File: config.mk
export PLATFORM = sky130hd
export DESIGN_NAME = apb_cmd_queue
export DESIGN_NICKNAME = d
export VERILOG_FILES = /design/src/rtl/apb_cmd_pkg.sv /design/src/rtl/apb_cmd_fifo.sv /design/src/rtl/apb_cmd_queue.sv
export SDC_FILE = /design/constraint.sdc
export NUM_CORES = 1
export LEC_CHECK = 0
export BUFFER_PORTS_ARGS = -buffer_cell sky130_fd_sc_hd__buf_2
export CAP_MARGIN = 20
export CORE_MARGIN = 4
export CORE_UTILIZATION = 56
export CTS_CLUSTER_SIZE = 30
export DETAILED_ROUTE_END_ITERATION = 6
export GPL_TIMING_DRIVEN = 1
export PLACE_DENSITY = 0.76
export SYNTH_ARGS = -nofsm -noshare
export SYNTH_HDL_FRONTEND = slang
export SYNTH_HIERARCHICAL = 1
export SYNTH_SLANG_ARGS = --single-unit
File: constraint.sdc
create_clock -name PCLK -period 3.28 [get_ports PCLK]
set_input_delay 0.656 -clock PCLK [delete_from_list [all_inputs] [get_ports PCLK]]
set_output_delay 0.656 -clock PCLK [all_outputs]
set_load 0.03 [all_outputs]
File: src/rtl/apb_cmd_pkg.sv
// Shared types for the APB command queue: FSM states, command layout, default widths.
package apb_cmd_pkg;

  localparam int DEF_ADDR_W = 5;
  localparam int DEF_DATA_W = 32;

  typedef enum logic [1:0] {
    IDLE = 2'd0,
    WAIT = 2'd1,
    RESP = 2'd2
  } state_e;

  typedef struct packed {
    logic                  write;
    logic [DEF_ADDR_W-1:0] addr;
    logic [DEF_DATA_W-1:0] wdata;
  } cmd_t;

endpackage

File: src/rtl/apb_cmd_fifo.sv
// Small synchronous FIFO holding packed commands; head is visible while not empty.
module apb_cmd_fifo #(
  parameter int DEPTH = 4,
  parameter int WIDTH = 38
) (
  input  logic             clk,
  input  logic             rst,
  input  logic             push,
  input  logic [WIDTH-1:0] push_data,
  input  logic             pop,
  output logic             full,
  output logic             empty,
  output logic [WIDTH-1:0] head
);

  localparam int AW    = (DEPTH > 1) ? $clog2(DEPTH) : 1;
  localparam int CNT_W = AW + 1;

  logic [WIDTH-1:0] mem_q [DEPTH];
  logic [AW-1:0]    wr_ptr_q, wr_ptr_d;
  logic [AW-1:0]    rd_ptr_q, rd_ptr_d;
  logic [CNT_W-1:0] count_q, count_d;
  logic             push_ok, pop_ok;

  assign full    = (count_q == CNT_W'(DEPTH));
  assign empty   = (count_q == '0);
  assign head    = mem_q[rd_ptr_q];
  assign push_ok = push && !full;
  assign pop_ok  = pop && !empty;

  // Pointers wrap naturally because DEPTH is a power of two.
  always_comb begin
    wr_ptr_d = wr_ptr_q;
    rd_ptr_d = rd_ptr_q;
    count_d  = count_q;
    if (push_ok) wr_ptr_d = wr_ptr_q + AW'(1);
    if (pop_ok)  rd_ptr_d = rd_ptr_q + AW'(1);
    case ({push_ok, pop_ok})
      2'b10:   count_d = count_q + CNT_W'(1);
      2'b01:   count_d = count_q - CNT_W'(1);
      default: count_d = count_q;
    endcase
  end

  always_ff @(posedge clk) begin
    if (rst) begin
      wr_ptr_q <= '0;
      rd_ptr_q <= '0;
      count_q  <= '0;
    end else begin
      wr_ptr_q <= wr_ptr_d;
      rd_ptr_q <= rd_ptr_d;
      count_q  <= count_d;
    end
  end

  always_ff @(posedge clk) begin
    if (push_ok) mem_q[wr_ptr_q] <= push_data;
  end

endmodule

File: src/rtl/apb_cmd_queue.sv
// Command sequencer in front of the APB master: queues client commands, issues one at a
// time, returns response/status. Optional WAIT timeout when APB_TIMEOUT_EN is defined.
module apb_cmd_queue
  import apb_cmd_pkg::*;
#(
  parameter int DEPTH   = 4,
  parameter int ADDR_W  = DEF_ADDR_W,
  parameter int DATA_W  = DEF_DATA_W,
  parameter int TIMEOUT = 16
) (
  input  logic              PCLK,
  input  logic              PRESET,
  input  logic              cmd_valid,
  output logic              cmd_ready,
  input  logic              cmd_write,
  input  logic [ADDR_W-1:0] cmd_addr,
  input  logic [DATA_W-1:0] cmd_wdata,
  output logic              rsp_valid,
  input  logic              rsp_ready,
  output logic              rsp_write,
  output logic [DATA_W-1:0] rsp_rdata,
  output logic              rsp_err,
  output logic              rsp_timeout,
  output logic              Transfer,
  output logic              Wr_Rd,
  output logic [ADDR_W-1:0] Address,
  output logic [DATA_W-1:0] write_data,
  input  logic [DATA_W-1:0] read_data,
  input  logic              xfer_done,
  input  logic              xfer_err
);

  localparam int CW = 1 + ADDR_W + DATA_W;

  logic          fifo_full, fifo_empty, fifo_pop;
  logic [CW-1:0] fifo_head;

  // Both channels: a beat transfers on a rising edge where valid and ready are high;
  // the sender keeps valid and payload steady until then, ready may change freely.
  assign cmd_ready = !fifo_full;

  apb_cmd_fifo #(
    .DEPTH (DEPTH),
    .WIDTH (CW)
  ) u_fifo (
    .clk       (PCLK),
    .rst       (PRESET),
    .push      (cmd_valid),
    .push_data ({cmd_write, cmd_addr, cmd_wdata}),
    .pop       (fifo_pop),
    .full      (fifo_full),
    .empty     (fifo_empty),
    .head      (fifo_head)
  );

  state_e            state_q, state_d;
  logic              transfer_q, transfer_d;
  logic              wr_rd_q, wr_rd_d;
  logic [ADDR_W-1:0] addr_q, addr_d;
  logic [DATA_W-1:0] wdata_q, wdata_d;
  logic              rsp_valid_q, rsp_valid_d;
  logic              rsp_write_q, rsp_write_d;
  logic [DATA_W-1:0] rsp_rdata_q, rsp_rdata_d;
  logic              rsp_err_q, rsp_err_d;

`ifdef APB_TIMEOUT_EN
  localparam int TW = (TIMEOUT > 1) ? $clog2(TIMEOUT) : 1;
  logic [TW-1:0] wait_cnt_q, wait_cnt_d;
  logic          rsp_timeout_q, rsp_timeout_d;
  assign rsp_timeout = rsp_timeout_q;
`else
  logic unused_timeout;
  assign unused_timeout = ^TIMEOUT;
  assign rsp_timeout    = 1'b0;
`endif

  always_comb begin
    state_d     = state_q;
    transfer_d  = transfer_q;
    wr_rd_d     = wr_rd_q;
    addr_d      = addr_q;
    wdata_d     = wdata_q;
    rsp_valid_d = rsp_valid_q;
    rsp_write_d = rsp_write_q;
    rsp_rdata_d = rsp_rdata_q;
    rsp_err_d   = rsp_err_q;
    fifo_pop    = 1'b0;
`ifdef APB_TIMEOUT_EN
    wait_cnt_d    = wait_cnt_q;
    rsp_timeout_d = rsp_timeout_q;
`endif
    case (state_q)
      IDLE: begin
        if (!fifo_empty) begin
          fifo_pop   = 1'b1;
          transfer_d = 1'b1;
          wr_rd_d    = fifo_head[CW-1];
          addr_d     = fifo_head[DATA_W +: ADDR_W];
          wdata_d    = fifo_head[DATA_W-1:0];
          state_d    = WAIT;
`ifdef APB_TIMEOUT_EN
          wait_cnt_d = '0;
`endif
        end
      end
      WAIT: begin
        // A completion on the expiry cycle still counts as a normal completion.
        if (xfer_done) begin
          transfer_d  = 1'b0;
          rsp_valid_d = 1'b1;
          rsp_write_d = wr_rd_q;
          rsp_rdata_d = wr_rd_q ? '0 : read_data;
          rsp_err_d   = xfer_err;
          state_d     = RESP;
`ifdef APB_TIMEOUT_EN
          rsp_timeout_d = 1'b0;
        end else if (wait_cnt_q == TW'(TIMEOUT - 1)) begin
          transfer_d    = 1'b0;
          rsp_valid_d   = 1'b1;
          rsp_write_d   = wr_rd_q;
          rsp_rdata_d   = '0;
          rsp_err_d     = 1'b0;
          rsp_timeout_d = 1'b1;
          state_d       = RESP;
        end else begin
          wait_cnt_d = wait_cnt_q + TW'(1);
`endif
        end
      end
      RESP: begin
        if (rsp_ready) begin
          rsp_valid_d = 1'b0;
          state_d     = IDLE;
        end
      end
      default: state_d = IDLE;
    endcase
  end

  always_ff @(posedge PCLK) begin
    if (PRESET) begin
      state_q     <= IDLE;
      transfer_q  <= 1'b0;
      wr_rd_q     <= 1'b0;
      addr_q      <= '0;
      wdata_q     <= '0;
      rsp_valid_q <= 1'b0;
      rsp_write_q <= 1'b0;
      rsp_rdata_q <= '0;
      rsp_err_q   <= 1'b0;
`ifdef APB_TIMEOUT_EN
      wait_cnt_q    <= '0;
      rsp_timeout_q <= 1'b0;
`endif
    end else begin
      state_q     <= state_d;
      transfer_q  <= transfer_d;
      wr_rd_q     <= wr_rd_d;
      addr_q      <= addr_d;
      wdata_q     <= wdata_d;
      rsp_valid_q <= rsp_valid_d;
      rsp_write_q <= rsp_write_d;
      rsp_rdata_q <= rsp_rdata_d;
      rsp_err_q   <= rsp_err_d;
`ifdef APB_TIMEOUT_EN
      wait_cnt_q    <= wait_cnt_d;
      rsp_timeout_q <= rsp_timeout_d;
`endif
    end
  end

  assign Transfer   = transfer_q;
  assign Wr_Rd      = wr_rd_q;
  assign Address    = addr_q;
  assign write_data = wdata_q;
  assign rsp_valid  = rsp_valid_q;
  assign rsp_write  = rsp_write_q;
  assign rsp_rdata  = rsp_rdata_q;
  assign rsp_err    = rsp_err_q;

endmodule
==> metrics <==
Layout Cells excl Fill=977; Finished Core Util=67.18%; Skew-Pair Late Insertion Delay=520 ps; Final WS setup=729.6 ps; R2R depth=10; initial antenna violation count=1; largest family of logic cells by synthesized area=multiplexers; mux cell area share after synthesis=12.75%; outcome=finished, final reports clean; total power=9.383 mW; GPL Wtd Cong=0.7831; crit path time final=2550 ps; Final Cycle Share=77.76%; synthesized net count=686; total global routing track utilization=19.72%; H-tree depth=1; post-synthesis compound-gate area fraction=5.708%; hold-fix buffers at CTS=0; xor-xnor portion of the synthesized cell area=0.2756%; DR pass1 iterations=5; routed vias=5627; wire per inst=19.59 um; Peak VDD IR=0.6607 mV; root buf cell=clkbuf_16; Syn Inst Count=604; post-CTS sizing=0; setup TNS=0 ps; CTS tree=done; Place WS=725.5 ps; critical-path cell list=nor3_2, nor3_1, o31ai_1, inv_1, ha_1, inv_1, fa_1, xor2_1, or3_1, a21oi_1; Critical Path Sink Type=register; leakage=4.087 nW; CP Depth=10; clock buffer count from CTS=25; syn avg cell area=15.79 sq um; cell count of the worst hold path=1; antenna viol nets, final=0; die area=19180 sq um; post-synthesis sequential area ratio=65.71%; Worst path slowest cell=dfxtp_1; Cell Pwr Density=839.2 nW/um^2; Hold/Removal Path Class=in -> reg; Post-synth EDFFs=152; Post-Syn Area=9535 sq um; drt initial violations=343; Max Clock Freq=392.1 MHz; maxcap violations=0; crit-path leading delay family=simple AND/OR/NAND/NOR gates; Arrival @ worst endpoint=2970 ps; Routed WL=19140 um; Worst slew margin=28.13%; setup bufs post-CTS=0; Synth cell types=37; Finished Cell Area=11180 sq um; Final #Nets=818; Vias/cell=5.759; crit path buf inv count=2; Startpoint Class=register; Yosys top cell area share=47.87%; DRC viols=0; Worst-Margin Slew=1078 ps; CTS Buffer Depth=3; vias in the first global route=5791; CP Data Required Time=3700 ps; layout cells sized above 1=34.44%; gr ovfl total=0; Syn-to-layout area delta=17.25%; CP max FO=5; post-synthesis simple-gate area fraction=10.83%; largest net degree at the start of global routing=105; CORE AREA=16640 sq um; fraction of registers with async set/reset=0%; placed cells=929; first-pass GRT wire length=31250 um; number of synthesized register bits=237; Hold Vio Cnt, Final=0; DP Area=10370 sq um; Worst Skew=17.52 ps; top post-synthesis cells by area=edfxtp_1, dfxtp_1, mux4_2, or4b_1, mux2i_1; worst hold slack=357.8 ps; Max Transition Viols Final=0; DP HPWL=11060 um; warnings from Yosys=6; Die Ht=138.5 um; unrepaired setup endpoints after global routing=false; Synth Flop Type=edfxtp_1; Yosys top cell by area=edfxtp_1; # setup viols final=0; clock tree sinks=237; Post-Synth Adder-Cell Area=0.8660%; Buffers on Ports=150; Crit path largest cell delay=450 ps; initial core utilization=57.30%; row cnt=47; WS Path Type=reg -> reg; IO Count=152; die width=138.5 um; Reg clk slew, reported paths=60 ps; Top cell by count, worst path=inv_1
==> registers in the layout, summed over array words and instances, names as in the netlist, 2 cells and up, named ones only <==
name and cells:
Address 5, rsp_rdata 32, state_q 2, u_fifo/count_q 3
u_fifo/mem_q 152, u_fifo/rd_ptr_q 2, u_fifo/wr_ptr_q 2, write_data 32
==> cells in the final DEF (no fill, tap or decap), drive strengths merged, types with 3 or more instances in the layout <==
master,count
inv,12
o21ai,4
bufinv,3
nor2,6
edfxtp,152
dfxtp,85
clkinv,9
mux2i,36
or3b,32
or3,3
nand2b,40
or4b,37
clkbuf,30
buf,160
xor2,3
a21oi,42
o31ai,38
and2,4
mux4,38
ha,5
==> logic make-up (layout without fill, tap and decap cells) <==
| kind of cell | after synthesis | after routing |
|---|---|---|
| and+or+nand+nor | 131 | 131 |
| xor gates and xnor gates | 3 | 3 |
| adders and majority gates | 6 | 6 |
| muxes | 74 | 74 |
| other | 1 | 3 |
| DFF | 237 | 237 |
| buffers and inverters | 65 | 216 |
| AOI/OAI and AO/OA | 87 | 87 |
==> path summary, 6_finish.rpt <==
kind | from | to | slack [ps]
worst min register to register | write_data[27]$_SDFFE_PP0P_ | write_data[27]$_SDFFE_PP0P_ | 470
worst max register to register | u_fifo/count_q[0]$_SDFFE_PP0P_ | u_fifo/count_q[2]$_SDFFE_PP0P_ | 730
worst min-delay path | cmd_wdata[27] | u_fifo/mem_q[1][27]$_DFFE_PP_ | 360
worst max-delay path | u_fifo/count_q[0]$_SDFFE_PP0P_ | u_fifo/count_q[2]$_SDFFE_PP0P_ | 730
==> routing by layer <==
| metal | vias up | wire length [um] | track usage [%] |
|---|---|---|---|
| met4 | 0 | 234 | 4.680 |
| li1 | 2624 | - | - |
| met3 | 18 | 1255 | 4.316 |
| met5 | - | 0 | 0 |
| met2 | 166 | 9364 | 32.63 |
| met1 | 2819 | 8285 | 27.08 |
==> worst register-to-register path: stages (launching register included) <==
cell     delay (ps)
dfxtp_1         450
nor3_2           90
nor3_1          330
o31ai_1         200
inv_1           100
ha_1            180
inv_1            60
fa_1            390
xor2_1          170
or3_1           310
a21oi_1         190
==> area by class of cell <==
cell class / instances / area (sq um)
Antenna cell: 2 / 5.005
Multi-Input combinational cell: 302 / 2917
Tap cell: 220 / 275.3
Inverter: 10 / 37.54
Fill cell: 1152 / 5461
Timing Repair Buffer: 160 / 865.8
Sequential cell: 237 / 6271
Clock buffer: 30 / 644.4
Clock inverter: 16 / 165.2
==> synth_stat cells (2+ instances only) <==
master,number
inv_1,10
buf_6,5
or3_1,3
nor2_1,6
ha_1,5
dfxtp_1,85
o31ai_1,38
and2_1,4
o21ai_0,3
buf_4,9
xor2_1,3
mux4_2,38
or3b_2,12
and3b_1,2
buf_12,2
or4b_1,37
a21oi_1,42
clkbuf_1,24
or3b_1,20
buf_2,10
clkbuf_2,3
mux2i_1,36
nor3_1,2
buf_1,2
nand2b_1,40
edfxtp_1,152
==> power by group <==
part	internal (mW)	switching, mW	leakage [nW]
logic	1.03	1.64	1.60
registers	3.65	0.316	2.09
clock network	1.64	1.10	0.394
No activity file was read; power rests on OpenSTA's default activity.
